[src/rtl/pipeline_uart_fifo.sv]
// UART transceiver for the MEM-stage peripheral bus: baud tick generator,
// oversampled 8N1 receiver with start-bit glitch filter, transmitter, and
// TX/RX FIFOs with occupancy counts and sticky RX error flags.

// Circular FIFO, first-word-fall-through read port, 0 on the head when empty.
module pipeline_uart_fifo_buf #(
  parameter int DEPTH = 16,
  parameter int W     = 8
) (
  input  logic                     clk,
  input  logic                     reset,
  input  logic                     wr_en,
  input  logic [W-1:0]             wr_data,
  input  logic                     rd_en,
  output logic [W-1:0]             rd_data,
  output logic                     full,
  output logic                     empty,
  output logic [$clog2(DEPTH):0]   count
);
  localparam int AW = $clog2(DEPTH);

  logic [AW:0]  wptr, rptr;
  logic [W-1:0] mem [DEPTH];
  logic         do_push, do_pop;

  assign empty = (wptr == rptr);
  assign full  = (wptr[AW] != rptr[AW]) && (wptr[AW-1:0] == rptr[AW-1:0]);
  assign count = wptr - rptr;
  // a push against a full FIFO is still taken when the same cycle pops
  assign do_pop  = rd_en && !empty;
  assign do_push = wr_en && (!full || do_pop);
  assign rd_data = empty ? '0 : mem[rptr[AW-1:0]];

  // pointer update; wrap is the natural overflow of the extra MSB
  always_ff @(posedge clk or negedge reset) begin
    if (!reset) begin
      wptr <= '0;
      rptr <= '0;
    end else begin
      if (do_push) wptr <= wptr + 1'b1;
      if (do_pop)  rptr <= rptr + 1'b1;
    end
  end

  // storage needs no reset; the head is masked while empty
  always_ff @(posedge clk) begin
    if (do_push) mem[wptr[AW-1:0]] <= wr_data;
  end
endmodule

module pipeline_uart_fifo #(
  parameter int CLK_FREQ   = 100000000,
  parameter int BAUD       = 9600,
  parameter int OVERSAMPLE = 16,
  parameter int DEPTH      = 16
) (
  input  logic                     clk,
  input  logic                     reset,
  input  logic                     tx_wr_en,
  input  logic [7:0]               tx_wr_data,
  output logic                     tx_full,
  output logic                     tx_busy,
  output logic [$clog2(DEPTH):0]   tx_count,
  input  logic                     rx_rd_en,
  output logic [7:0]               rx_rd_data,
  output logic                     rx_empty,
  output logic [$clog2(DEPTH):0]   rx_count,
  output logic                     rx_overrun,
  output logic                     rx_frame_err,
  input  logic                     err_clr,
  input  logic                     uart_rx,
  output logic                     uart_tx
);
  localparam int DIV = CLK_FREQ / (BAUD * OVERSAMPLE);
  localparam int DW  = (DIV > 1) ? $clog2(DIV) : 1;
  localparam int OSW = $clog2(OVERSAMPLE);
  localparam logic [DW-1:0]  DIV_LAST = DW'(DIV - 1);
  localparam logic [OSW-1:0] OS_LAST  = OSW'(OVERSAMPLE - 1);
  localparam logic [OSW-1:0] OS_HALF  = OSW'(OVERSAMPLE / 2 - 1);

  generate
    if (DIV < 1) begin : g_bad_div
      $error("pipeline_uart_fifo: CLK_FREQ too low for BAUD*OVERSAMPLE");
    end
    if ((OVERSAMPLE < 4) || (OVERSAMPLE % 2 != 0)) begin : g_bad_os
      $error("pipeline_uart_fifo: OVERSAMPLE must be even and >= 4");
    end
    if ((DEPTH < 2) || ((DEPTH & (DEPTH - 1)) != 0)) begin : g_bad_depth
      $error("pipeline_uart_fifo: DEPTH must be a power of two >= 2");
    end
  endgenerate

  typedef enum logic [1:0] {S_IDLE, S_START, S_DATA, S_STOP} state_t;

  // ---------------- baud tick ----------------
  logic [DW-1:0] baud_cnt;
  logic          tick;
  assign tick = (baud_cnt == DIV_LAST);

  // free-running divider, one-clk tick at DIV-1
  always_ff @(posedge clk or negedge reset) begin
    if (!reset)    baud_cnt <= '0;
    else if (tick) baud_cnt <= '0;
    else           baud_cnt <= baud_cnt + DW'(1);
  end

  // ---------------- FIFOs ----------------
  logic       tx_pop, tx_empty;
  logic [7:0] tx_head;
  logic       rx_push, rx_full;
  logic [7:0] rx_sh, rx_sh_nxt;

  pipeline_uart_fifo_buf #(.DEPTH(DEPTH), .W(8)) u_tx_fifo (
    .clk(clk), .reset(reset),
    .wr_en(tx_wr_en), .wr_data(tx_wr_data),
    .rd_en(tx_pop), .rd_data(tx_head),
    .full(tx_full), .empty(tx_empty), .count(tx_count)
  );

  pipeline_uart_fifo_buf #(.DEPTH(DEPTH), .W(8)) u_rx_fifo (
    .clk(clk), .reset(reset),
    .wr_en(rx_push), .wr_data(rx_sh),
    .rd_en(rx_rd_en), .rd_data(rx_rd_data),
    .full(rx_full), .empty(rx_empty), .count(rx_count)
  );

  // ---------------- TX ----------------
  state_t         tx_state, tx_state_nxt;
  logic [OSW-1:0] tx_cnt, tx_cnt_nxt;
  logic [2:0]     tx_bit, tx_bit_nxt;
  logic [7:0]     tx_sh, tx_sh_nxt;
  logic           tx_q, tx_q_nxt;

  assign uart_tx = tx_q;
  assign tx_busy = (tx_state != S_IDLE);

  // TX registers; uart_tx is registered so it is glitch-free
  always_ff @(posedge clk or negedge reset) begin
    if (!reset) begin
      tx_state <= S_IDLE;
      tx_cnt   <= '0;
      tx_bit   <= '0;
      tx_sh    <= '0;
      tx_q     <= 1'b1;
    end else begin
      tx_state <= tx_state_nxt;
      tx_cnt   <= tx_cnt_nxt;
      tx_bit   <= tx_bit_nxt;
      tx_sh    <= tx_sh_nxt;
      tx_q     <= tx_q_nxt;
    end
  end

  // TX next state: each bit spans OVERSAMPLE ticks; frames chain from STOP
  always_comb begin
    tx_state_nxt = tx_state;
    tx_cnt_nxt   = tx_cnt;
    tx_bit_nxt   = tx_bit;
    tx_sh_nxt    = tx_sh;
    tx_q_nxt     = tx_q;
    tx_pop       = 1'b0;
    case (tx_state)
      S_IDLE: if (tick && !tx_empty) begin
        tx_pop       = 1'b1;
        tx_sh_nxt    = tx_head;
        tx_q_nxt     = 1'b0;
        tx_cnt_nxt   = '0;
        tx_state_nxt = S_START;
      end
      S_START: if (tick) begin
        if (tx_cnt == OS_LAST) begin
          tx_cnt_nxt   = '0;
          tx_bit_nxt   = '0;
          tx_q_nxt     = tx_sh[0];
          tx_state_nxt = S_DATA;
        end else tx_cnt_nxt = tx_cnt + OSW'(1);
      end
      S_DATA: if (tick) begin
        if (tx_cnt == OS_LAST) begin
          tx_cnt_nxt = '0;
          if (tx_bit == 3'd7) begin
            tx_q_nxt     = 1'b1;
            tx_state_nxt = S_STOP;
          end else begin
            tx_bit_nxt = tx_bit + 3'd1;
            tx_sh_nxt  = {1'b0, tx_sh[7:1]};
            tx_q_nxt   = tx_sh[1];
          end
        end else tx_cnt_nxt = tx_cnt + OSW'(1);
      end
      S_STOP: if (tick) begin
        if (tx_cnt == OS_LAST) begin
          tx_cnt_nxt = '0;
          if (!tx_empty) begin
            tx_pop       = 1'b1;
            tx_sh_nxt    = tx_head;
            tx_q_nxt     = 1'b0;
            tx_state_nxt = S_START;
          end else tx_state_nxt = S_IDLE;
        end else tx_cnt_nxt = tx_cnt + OSW'(1);
      end
      default: tx_state_nxt = S_IDLE;
    endcase
  end

  // ---------------- RX ----------------
  logic [1:0]     rx_sync;
  logic           rx_s, rx_prev, rx_fall;
  state_t         rx_state, rx_state_nxt;
  logic [OSW-1:0] rx_cnt, rx_cnt_nxt;
  logic [2:0]     rx_bit, rx_bit_nxt;
  logic           set_ovr, set_fe;

  assign rx_s    = rx_sync[1];
  assign rx_fall = rx_prev && !rx_s;

  // 2-flop synchroniser plus edge-detect history, idle-high at reset
  always_ff @(posedge clk or negedge reset) begin
    if (!reset) begin
      rx_sync <= 2'b11;
      rx_prev <= 1'b1;
    end else begin
      rx_sync <= {rx_sync[0], uart_rx};
      rx_prev <= rx_s;
    end
  end

  // RX registers and sticky error flags (a new error beats err_clr)
  always_ff @(posedge clk or negedge reset) begin
    if (!reset) begin
      rx_state     <= S_IDLE;
      rx_cnt       <= '0;
      rx_bit       <= '0;
      rx_sh        <= '0;
      rx_overrun   <= 1'b0;
      rx_frame_err <= 1'b0;
    end else begin
      rx_state <= rx_state_nxt;
      rx_cnt   <= rx_cnt_nxt;
      rx_bit   <= rx_bit_nxt;
      rx_sh    <= rx_sh_nxt;
      if (set_ovr)      rx_overrun <= 1'b1;
      else if (err_clr) rx_overrun <= 1'b0;
      if (set_fe)       rx_frame_err <= 1'b1;
      else if (err_clr) rx_frame_err <= 1'b0;
    end
  end

  // RX next state: mid-bit sampling; only a clean stop bit pushes a byte
  always_comb begin
    rx_state_nxt = rx_state;
    rx_cnt_nxt   = rx_cnt;
    rx_bit_nxt   = rx_bit;
    rx_sh_nxt    = rx_sh;
    rx_push      = 1'b0;
    set_ovr      = 1'b0;
    set_fe       = 1'b0;
    case (rx_state)
      S_IDLE: if (rx_fall) begin
        rx_cnt_nxt   = '0;
        rx_state_nxt = S_START;
      end
      S_START: if (tick) begin
        if (rx_cnt == OS_HALF) begin
          rx_cnt_nxt = '0;
          rx_bit_nxt = '0;
          // line back high by mid start bit: glitch, not a frame
          rx_state_nxt = rx_s ? S_IDLE : S_DATA;
        end else rx_cnt_nxt = rx_cnt + OSW'(1);
      end
      S_DATA: if (tick) begin
        if (rx_cnt == OS_LAST) begin
          rx_cnt_nxt = '0;
          rx_sh_nxt  = {rx_s, rx_sh[7:1]};
          if (rx_bit == 3'd7) rx_state_nxt = S_STOP;
          else                rx_bit_nxt   = rx_bit + 3'd1;
        end else rx_cnt_nxt = rx_cnt + OSW'(1);
      end
      S_STOP: if (tick) begin
        if (rx_cnt == OS_LAST) begin
          rx_cnt_nxt   = '0;
          rx_state_nxt = S_IDLE;
          if (!rx_s)        set_fe  = 1'b1;
          else if (rx_full) set_ovr = 1'b1;
          else              rx_push = 1'b1;
        end else rx_cnt_nxt = rx_cnt + OSW'(1);
      end
      default: rx_state_nxt = S_IDLE;
    endcase
  end
endmodule
[config.mk]
export PLATFORM = sky130hd
export DESIGN_NAME = pipeline_uart_fifo
export DESIGN_NICKNAME = d
export VERILOG_FILES = /design/src/rtl/pipeline_uart_fifo.sv
export SDC_FILE = /design/constraint.sdc
export NUM_CORES = 1
export LEC_CHECK = 0
export BUFFER_PORTS_ARGS = -buffer_cell sky130_fd_sc_hd__buf_2
export CORE_MARGIN = 4
export CORE_UTILIZATION = 50
export CTS_CLUSTER_DIAMETER = 50
export DETAILED_ROUTE_END_ITERATION = 10
export GPL_TIMING_DRIVEN = 0
export PLACE_DENSITY = 0.74
export SLEW_MARGIN = 10
export SYNTH_ARGS = -nofsm -noshare
export SYNTH_HDL_FRONTEND = slang
export SYNTH_SLANG_ARGS = --single-unit
[constraint.sdc]
create_clock -name clk -period 7.3 [get_ports clk]
set_input_delay 1.095 -clock clk [delete_from_list [all_inputs] [get_ports clk]]
set_output_delay 1.095 -clock clk [all_outputs]
set_load 0.01 [all_outputs]
**Word level (Yosys, flattened, before mapping)**

Memory sizes are Yosys's and may differ from the RTL's.
Cells that the tools add are included.

- Register bits: 70
- Memory bits (writable): 256
- Input port bits: 14
- Output and inout port bits: 24
- Logic and storage cells: 193
- Memories kept: 2

Memories:

| name | words | bits a word | rd ports | clocked after memory_dff | write ports | RTL line | text |
|---|---|---|---|---|---|---|---|
| u_rx_fifo.mem | 16 | 8 | 1 | 0 | 1 | 23 | `logic [W-1:0] mem [DEPTH];` |
| u_tx_fifo.mem | 16 | 8 | 1 | 0 | 1 | 23 |  |

- $add $sub $neg: 11
- Eq/ne operators: 39
- Mux-type cells: 89
- Reduce and logical (&&, ||, !) cells: 34

Operator list:

| kind | number |
|---|---|
| two-way mux 8 bit | 9 |
| inequality test 2 bit, second input constant | 19 |
| two-way mux 1 bit | 35 |
| two-way mux 2 bit | 17 |
| two-way mux 4 bit | 8 |
| AND reduction 8 bit | 4 |
| two-way mux 3 bit | 10 |
| one-hot mux 8 bit (3 select lines) | 1 |
| adder 5 x 1 -> 5 bit, second input constant | 4 |
| one-hot mux 2 bit (4 select lines) | 2 |
| one-hot mux 3 bit (2 select lines) | 2 |
| one-hot mux 4 bit (3 select lines) | 1 |
| AND reduction 6 bit | 2 |
| adder 10 x 1 -> 10 bit, second input constant | 1 |
| == test 10 bit, second input constant | 1 |
| == test 5 bit | 2 |
| two-way mux 10 bit | 1 |
| nonzero test 2 bit | 5 |
| subtractor 5 bit | 2 |
| adder 4 x 1 -> 4 bit, second input constant | 2 |
| == test 2 bit, second input constant | 4 |
| == test 4 bit | 2 |
| == test 4 bit, second input constant | 2 |
| logical AND 1 bit | 8 |
| other kinds (17) | 29 |

**Longest topological paths before layout**

Gate-level depths: netlist of the first run.

- Word-level depth: 10
- Gate-level depth with buffers: 10
- Gate-level depth less buffers: 7

**Modules after synthesis**

Synthesis of the first run repeated with hierarchy kept, for this count alone.

- Cells, all modules: 808
- Area, all modules: 13980.9 µm²

By module, submodules not included:

| module | instances | cells each | area an instance (µm²) | sequential area each (µm²) |
|---|---|---|---|---|
| pipeline_uart_fifo_buf (u_rx_fifo) | 1 | 279 | 5699.2 | 4093.9 |
| pipeline_uart_fifo_buf (u_tx_fifo) | 1 | 292 | 5690.5 | 4093.9 |
| pipeline_uart_fifo | 1 | 237 | 2591.2 | 1256.2 |

**Worst setup path after synthesis of the first run**

Ideal clock, no wire load.

- Path type: register -> output
- Start point: reg u_rx_fifo.rptr[1]
- End point: out rx_rd_data[0]
- Arrival time: 2.117 ns
- Required time: 6.205 ns
- Setup slack: 4.088 ns
- Cell stages (with the launch flop): 9
- Buffers on the path: 3
- Path through: dfrtp_1 clkbuf_1 buf_1 inv_1 ha_1 and4_1 nor2b_1 clkbuf_1 nor2b_1

- Longest elaborated chain between the ends: 2
- Elaborated cells on any way between the ends: 3
- Classes of those cells: eq/ne (1); mux (1); memory (1)

Ends and longest elaborated chain:

| element | RTL line | text |
|---|---|---|
| start: declaration | 22 | `logic [AW:0] wptr, rptr;` |
| start signal: assignment | 41 | `if (do_pop) rptr <= rptr + 1'b1;` |
| == test 5 bit | 26 | `assign empty = (wptr == rptr);` |
| via rx_empty | 66 | `output logic rx_empty,` |
| two-way mux 8 bit | 32 | `assign rd_data = empty ? '0 : mem[rptr[AW-1:0]];` |
| end: declaration | 65 | `output logic [7:0] rx_rd_data,` |

The timed path passes the listed nets, and every way through them passes these cells.

**Worst setup path after layout of the first run**

- Start point: reg u_rx_fifo.rptr[1]
- End point: out rx_rd_data[3]

- Longest elaborated chain between the ends: 2
- Elaborated cells on any way between the ends: 3
- Classes of those cells: eq/ne (1); mux (1); memory (1)

Ends and longest elaborated chain:

| element | RTL line |
|---|---|
| memory read (16 x 8 bit) or == test 5 bit (tied branches) | -- |
| two-way mux 8 bit (*) | 32 |

Mark *: on every way between the ends. The rest lies on a longest branch, timed or not.

==> results of run 1 <==
## layout by cell type, fill, tap and decap left out, types with 3 or more instances in the layout
cell,count
edfxtp_1,256
mux4_2,73
dfrtp_1,66
buf_2,47
nand2_1,41
clkbuf_16,36
inv_1,32
ha_1,31
nand3_1,28
nor2_1,27
xnor2_1,22
clkbuf_1,18
o21ai_0,16
mux2i_1,16
nor2b_1,15
and2_1,14
a21oi_1,13
mux2_2,13
xor2_1,11
clkinv_1,11
a31oi_1,10
and3_1,8
nand4_1,8
buf_4,7
nor3_1,7
a21o_1,5
nor3_2,5
nor4_2,4
o22ai_1,4
clkinv_2,4
dfstp_2,4
buf_1,3
nand2b_1,3
a22o_1,3
bufinv_16,3
## critical path, cell delays in order (launching register included)
cell and delay [ns]:
dfrtp_1 0.40, clkbuf_1 0.35, buf_1 0.52, inv_1 0.12, ha_1 0.33, and4_1 0.23, nor2b_1 0.13, clkbuf_1 0.42
nor2b_1 0.10, buf_2 0.16
## registers in the layout, indices dropped and copies added, names as in the netlist, 2 cells and up, named ones only
signal	count
baud_cnt	10
rx_bit	3
rx_cnt	4
rx_sh	8
rx_sync	2
tx_bit	3
tx_cnt	4
tx_sh	8
tx_state	2
u_rx_fifo.mem	128
u_rx_fifo.rptr	5
u_rx_fifo.wptr	5
u_tx_fifo.mem	128
u_tx_fifo.rptr	5
u_tx_fifo.wptr	5
## synthesized netlist by cell type (all sizes together), types with 6 or more instances
cell	n
edfxtp	256
mux4	73
dfrtp	66
nand2	42
inv	33
ha	31
nand3	29
nor2	28
xnor2	22
buf	17
mux2i	16
o21ai	16
nor2b	15
and2	14
clkbuf	14
mux2	14
a21oi	13
nor3	12
xor2	11
a31oi	10
and3	8
nand4	8
nor4	6
## metrics by stage
stage          worst slack (ns)  hold slack [ns]  instances  utilization (%)  total power, mW
2_1_floorplan             4.088           0.3452        793                -            2.663
3_3_place_gp              2.940           0.3612       1171            53.13            2.869
3_5_place_dp              2.991           0.3619       1175            53.47            2.894
4_1_cts                   2.849           0.3633       1240            57.76            4.643
5_1_grt                   2.666           0.3630       1240            57.80            4.802
6_report                  2.915           0.3599       1241            57.81            4.602
## power by group
| part | internal [mW] | switching [mW] | leakage [nW] |
|---|---|---|---|
| Clock | 1.02 | 0.729 | 0.559 |
| Sequential | 2.10 | 0.0507 | 2.96 |
| Combinational | 0.284 | 0.412 | 1.64 |
## per-layer routing
layer | GRT usage [%] | up-vias | part of all wire (%)
li1 | - | 3245 | -
met4 | 4.289 | 0 | 1.6
met3 | 2.726 | 38 | 5.5
met1 | 25.25 | 3633 | 42
met5 | 0 | - | 0
met2 | 29.66 | 197 | 51
## layout make-up
class	instances	share of cell area, %
inverter	34	0.8191
multi-input combinational	402	25.95
sequential	326	60.62
antenna	1	0.01606
clock inverter	25	1.550
tap	341	2.739
buffer	31	0.9075
timing repair buffer	41	1.526
clock buffer	40	5.879
## worst max-delay path by stage
stage | to | cells past startpoint
final | rx_rd_data[3] | 9
after global routing | rx_rd_data[7] | 9
after CTS | rx_rd_data[7] | 9
after detailed placement | u_tx_fifo.mem[1][2]$_DFFE_PP_ | 9
after global placement | u_rx_fifo.mem[3][5]$_DFFE_PP_ | 9
after floorplan | rx_rd_data[0] | 8
## cells by family (layout without fill, tap and decap cells)
group / count (synthesis) / after routing / synth area share [%]
AND/OR/NAND/NOR: 172 / 172 / 6.645
adder cells (fa/ha/maj): 33 / 33 / 3.122
multiplexers: 103 / 103 / 14.34
buffers and inverters: 65 / 171 / 1.962
flip-flops: 326 / 326 / 68.89
XOR/XNOR: 33 / 33 / 2.108
other: 0 / 1 / 0
AO/OA/AOI/OAI: 61 / 61 / 2.930
==> summary.log, run 1 <==
[outcome] run status completed
[sta] final setup vio count 0
[floorplanning] standard cell core area 26950 um2
[yosys] share of Yosys cell area claimed by the top area cell type 56.08%
[global_routing] largest net degree at the start of global routing 55
[layout] Filler cells 1988
[clock_network] CTS clk-pin slew, worst paths 0.06 ns
[floorplanning] Die W 173.6 um
[setup_path] Critical R2R Launch u_tx_fifo.rptr[2]$_DFFE_PN0P_
[worst_hold_path] Worst Hold End rx_sync[1]$_DFF_PN1_
[yosys] top cell type by total area after synthesis edfxtp_1
[route] DRC 0
[layout] multi-input combinational cell area 4043 um2
[global_routing] gr usage total 17.83%
[clock_network] Num CTS Buffers 36
[yosys] post-synthesis sequential area ratio 68.89%
[layout] Final Cell Area 15580 um2
[power] power density cells 295.4 nW/um2
[yosys] count of synthesis-stage warnings from yosys 0
[yosys] area of the mapped netlist 13710 um2
[placed_design] last weighted congestion value of the routability-driven placer 0.7941
[layout] sequential cell area 9444 um2
[route] length of the first detailed-routing pass in iterations 5
[route] antenna violation net count after detailed routing 0
[clock_network] Clock Root Buffer clkbuf_16
[setup_path] Critical Path Source Type flop
[floorplanning] Die Outline Area 30130 um2
[clock_network] CTS tree yes
[setup_path] destination of the worst register-to-register timing path u_tx_fifo.mem[14][1]$_DFFE_PP_
[clock_network] Max H-tree Level 2
[route] average wire per cell in the routed design 21.29 um
[placed_design] Cell Area, Placed 14410 um2
[sta] worst relative slew slack 40.87%
[power] leakage component of the power 5.167 nW
[yosys] biggest area contributors in the synthesized netlist edfxtp_1, dfrtp_1, mux4_2
[floorplanning] starting density of the core 50.86%
[global_routing] GRT overflow 0
[setup_path] setup slack of the worst register-to-register path 3.40 ns
[setup_path] worst setup path category reg2out
[sta] slew at the pin closest to its max-slew limit 0.8837 ns
[clock_network] post-CTS setup buffer count 0
[worst_hold_path] Worst Hold Path Cells 0
[sta] number of failing hold endpoints at the final stage 0
[setup_path] kind of capture point of the worst setup path output pin
[layout] final net count 919
[yosys] Yosys cell types 54
[sta] setup TNS 0 ns
[clock_network] Gates resized, CTS repair 0
[route] DR iter-0 viols 739
[clock_network] CTS max path bufs 3
[power] Worst VDD drop 0.2118 mV
[layout] share of cells above drive strength 1 23.92%
[setup_path] Reg2Reg Depth 9
[yosys] number of cells produced by synthesis 793
[setup_path] Data required, critical path 6.20 ns
[global_routing] via count of the first global-routing pass 7313
[placed_design] I/O Buffers 37
[setup_path] arrival time at the worst endpoint 3.29 ns
[worst_hold_path] Worst Hold Launch rx_sync[0]$_DFF_PN1_
[clock_network] total of hold buffers inserted after clock tree synthesis 0
[clock_network] TritonCTS sink count 326
[sta] Achievable Freq 228.1 MHz
[setup_path] highest fanout seen on the critical path 10
[placed_design] Detail Placement HPWL 17.28 mm
[yosys] Async SR Flop Fraction 21.47%
[yosys] syn nets 840
[global_routing] initial antenna violation count 1
[yosys] number of enable-type register cells in the synthesized netlist 256
[yosys] Avg Inst Size Synth 17.29 um2
[route] final wirelength 26.42 mm
[sta] final cycle utilization of the critical path 60.06%
[sta] unrepaired setup endpoints after global routing false
[layout] signed area change from the synthesized netlist to the final layout 13.65%
[global_routing] global-route wire length before repair 42.24 mm
[yosys] register bit total from synthesis 326
[worst_hold_path] class of the tightest hold or removal check reg2reg
[floorplanning] total number of placement rows 60
[sta] skew final 0.01219 ns
[sta] shortest period the worst path allows 4.385 ns
[clock_network] Skew-Pair Late Insertion Delay 0.52 ns
[run] reported max-cap violation count 0
[setup_path] Setup crit start u_rx_fifo.rptr[1]$_DFFE_PN0P_
[sta] total count of max-transition violations in the final report 0
[floorplanning] height of the die 173.6 um
[floorplanning] number of primary I/O pins 38
[route] Vias per Instance 5.732
[yosys] leading register cell type out of synthesis edfxtp_1
[route] detailed-route via count 7113
Note: power is estimated with default switching activity, not from simulation.
==> inputs of run 2 (changes only) <==
PLACE_DENSITY = 0.77   (was 0.74)
clock period = 3.6 ns   (was 7.3 ns; I/O delays follow)
==> run 2 against run 1 <==
Against the previous run: routed wire length is 1.7% higher; register-to-register slack worse by 3.2 ns; critical path type unchanged; critical path depth is 3 lower; largest power group unchanged; sequential power is 100% higher; setup slack worse by 2.7 ns.
==> summary.log, run 2 (synthesized netlist as in run 1, its figures left out) <==
[route] DR iter-0 viols 711
[route] average wire per cell in the routed design 21.47 um
[clock_network] TritonCTS sink count 326
[placed_design] Detail Placement HPWL 17.49 mm
[setup_path] worst setup path category reg2out
[power] Worst VDD drop 0.5439 mV
[setup_path] destination of the worst register-to-register timing path u_rx_fifo.mem[7][1]$_DFFE_PP_
[route] DRC 0
[sta] Achievable Freq 293.7 MHz
[power] part of the total power dissipated in the clock network 38.6%
[clock_network] CTS tree yes
[global_routing] largest net degree at the start of global routing 55
[sta] skew final 0.02476 ns
[route] length of the first detailed-routing pass in iterations 5
[layout] multi-input combinational cell area 4172 um2
[global_routing] global-route wire length before repair 42.53 mm
[global_routing] GRT overflow 0
[sta] worst relative slew slack 43.73%
[run] reported max-cap violation count 0
[worst_hold_path] Worst Hold Path Cells 1
[power] leakage component of the power 5.295 nW
[clock_network] CTS clk-pin slew, worst paths 0.06 ns
[layout] antenna diode instance count 0
[worst_hold_path] Worst Hold End rx_sync[0]$_DFF_PN1_
[layout] Filler cells 1938
[floorplanning] starting density of the core 50.86%
[setup_path] Data required, critical path 3.06 ns
[setup_path] Critical R2R Launch u_rx_fifo.rptr[2]$_DFFE_PN0P_
[layout] final core occ 59.01%
[route] detailed-route via count 7191
[sta] final setup vio count 0
[setup_path] Critical Path Source Type flop
[global_routing] initial antenna violation count 2
[floorplanning] total number of placement rows 60
[power] Comb pwr share 16.2%
[power] sequential group share of total power 45.2%
[global_routing] gr usage total 18.04%
[floorplanning] Die Outline Area 30130 um2
[sta] worst hold slack 0.1126 ns
[floorplanning] Die W 173.6 um
[sta] slew at the pin closest to its max-slew limit 0.8378 ns
[floorplanning] standard cell core area 26950 um2
[outcome] run status completed
[setup_path] Setup crit start u_rx_fifo.rptr[0]$_DFFE_PN0P_
[worst_hold_path] Worst Hold Launch uart_rx
[sta] final cycle utilization of the critical path 94.57%
[setup_path] highest fanout seen on the critical path 10
[sta] total count of max-transition violations in the final report 0
[clock_network] Clock Root Buffer clkbuf_16
[route] final wirelength 26.86 mm
[layout] signed area change from the synthesized netlist to the final layout 16.02%
[floorplanning] number of primary I/O pins 38
[setup_path] arrival time at the worst endpoint 2.86 ns
[clock_network] Max H-tree Level 2
[global_routing] via count of the first global-routing pass 7432
[worst_hold_path] class of the tightest hold or removal check in2reg
[floorplanning] height of the die 173.6 um
[placed_design] I/O Buffers 37
[layout] highest-count cells in the layout ignoring fill and taps edfxtp_1, mux4_2, dfrtp_1, buf_2, nand2_1
[layout] leading cell type in the layout, fill and taps excluded edfxtp_1
[clock_network] CTS max path bufs 3
[clock_network] Skew-Pair Late Insertion Delay 0.53 ns
[placed_design] last weighted congestion value of the routability-driven placer 0.8310
[layout] final net count 929
[power] internal power 7.060 mW
[route] Vias per Instance 5.748
[clock_network] Num CTS Buffers 39
[power] proportion of total power due to net switching 26.88%
[layout] share of cells above drive strength 1 27.36%
[layout] sequential cell area 9444 um2
[setup_path] Reg2Reg Depth 9
[sta] number of failing hold endpoints at the final stage 0
[sta] shortest period the worst path allows 3.404 ns
[power] net load switching power 2.595 mW
[route] antenna violation net count after detailed routing 0
[setup_path] setup slack of the worst register-to-register path 0.20 ns
[setup_path] kind of capture point of the worst setup path output pin
[power] power density cells 607.1 nW/um2
==> run 2: cell types whose count changed in the layout (fill, tap and decap cells not counted), sizes merged <==
cell         before  now
buf              58   64
clkbuf           54   58
inv              36   38
bufinv            3    2
clkinvlp          2    1
diode             1    0
dlygate4sd3       0    1
==> run 2: final cells by class <==
type	instances	share of cell area, %
clock buffers	44	6.254
flip-flops and latches	326	59.38
multi-input cells	402	26.23
well taps	341	2.683
clock inverters	25	1.542
repair buffers	49	2.203
inverters	34	0.8025
plain buffers	30	0.9047
==> run 2: worst max-delay path, cell delays in order (launching register included) <==
cell	delay (ns)
dfrtp_1	0.40
buf_2	0.27
buf_4	0.28
mux4_2	0.59
mux4_2	0.51
nor2b_1	0.15
buf_2	0.14
==> run 2: repair_timing <==
| action | in CTS | in global routing |
|---|---|---|
| hold buffers | 1 | 0 |
| resized for setup | 29 | 12 |
| endpoints found under the hold margin | 16 | 0 |
| pin swaps | 2 | 2 |
| endpoints found under the setup margin | 234 | 235 |
| setup buffers | 5 | 2 |
==> run 2: power by group through the flow <==
stage | sequential, mW | clock (mW) | combinational [mW]
floorplan | 4.40 | 0 | 0.997
global placement | 4.43 | 0 | 1.38
detailed placement | 4.44 | 0 | 1.42
CTS | 4.36 | 3.79 | 1.53
global route | 4.38 | 3.97 | 1.71
finish | 4.36 | 3.73 | 1.57
==> run 2: how the worst max path moves through the flow <==
stage                                     endpoint  slack [ns]  cells past startpoint
floorplan           u_rx_fifo.mem[11][0]$_DFFE_PP_        0.44                      9
global placement    u_rx_fifo.mem[11][6]$_DFFE_PP_       -0.73                      9
detailed placement   u_tx_fifo.mem[3][0]$_DFFE_PP_       -0.69                      9
CTS                 u_tx_fifo.mem[13][2]$_DFFE_PP_        -0.1                      9
global route         u_tx_fifo.mem[2][6]$_DFFE_PP_       -0.01                     11
finish                               rx_rd_data[1]        0.20                      6
==> run 2: stage by stage <==
step / area [um2] / worst slack [ns] / power, mW / TNS (ns) / instances
after floorplan: 13710 / 0.4447 / 5.399 / 0 / 793
after detailed placement: 14400 / -0.6856 / 5.852 / -43.35 / 1175
after global routing: 15900 / -0.01179 / 10.06 / -0.07130 / 1251
after global placement: 14320 / -0.7259 / 5.809 / -42.59 / 1171
final: 15900 / 0.1956 / 9.655 / 0 / 1251
after CTS: 15830 / -0.09572 / 9.685 / -3.215 / 1249
==> run 2: routing by layer <==
metal / routed length, um / up-vias / global-route usage, %
met4: 670 / 4 / 5.114
met3: 1526 / 52 / 3.991
met2: 13480 / 193 / 30.18
met1: 11160 / 3688 / 24.18
met5: 27 / - / 0
li1: - / 3254 / -
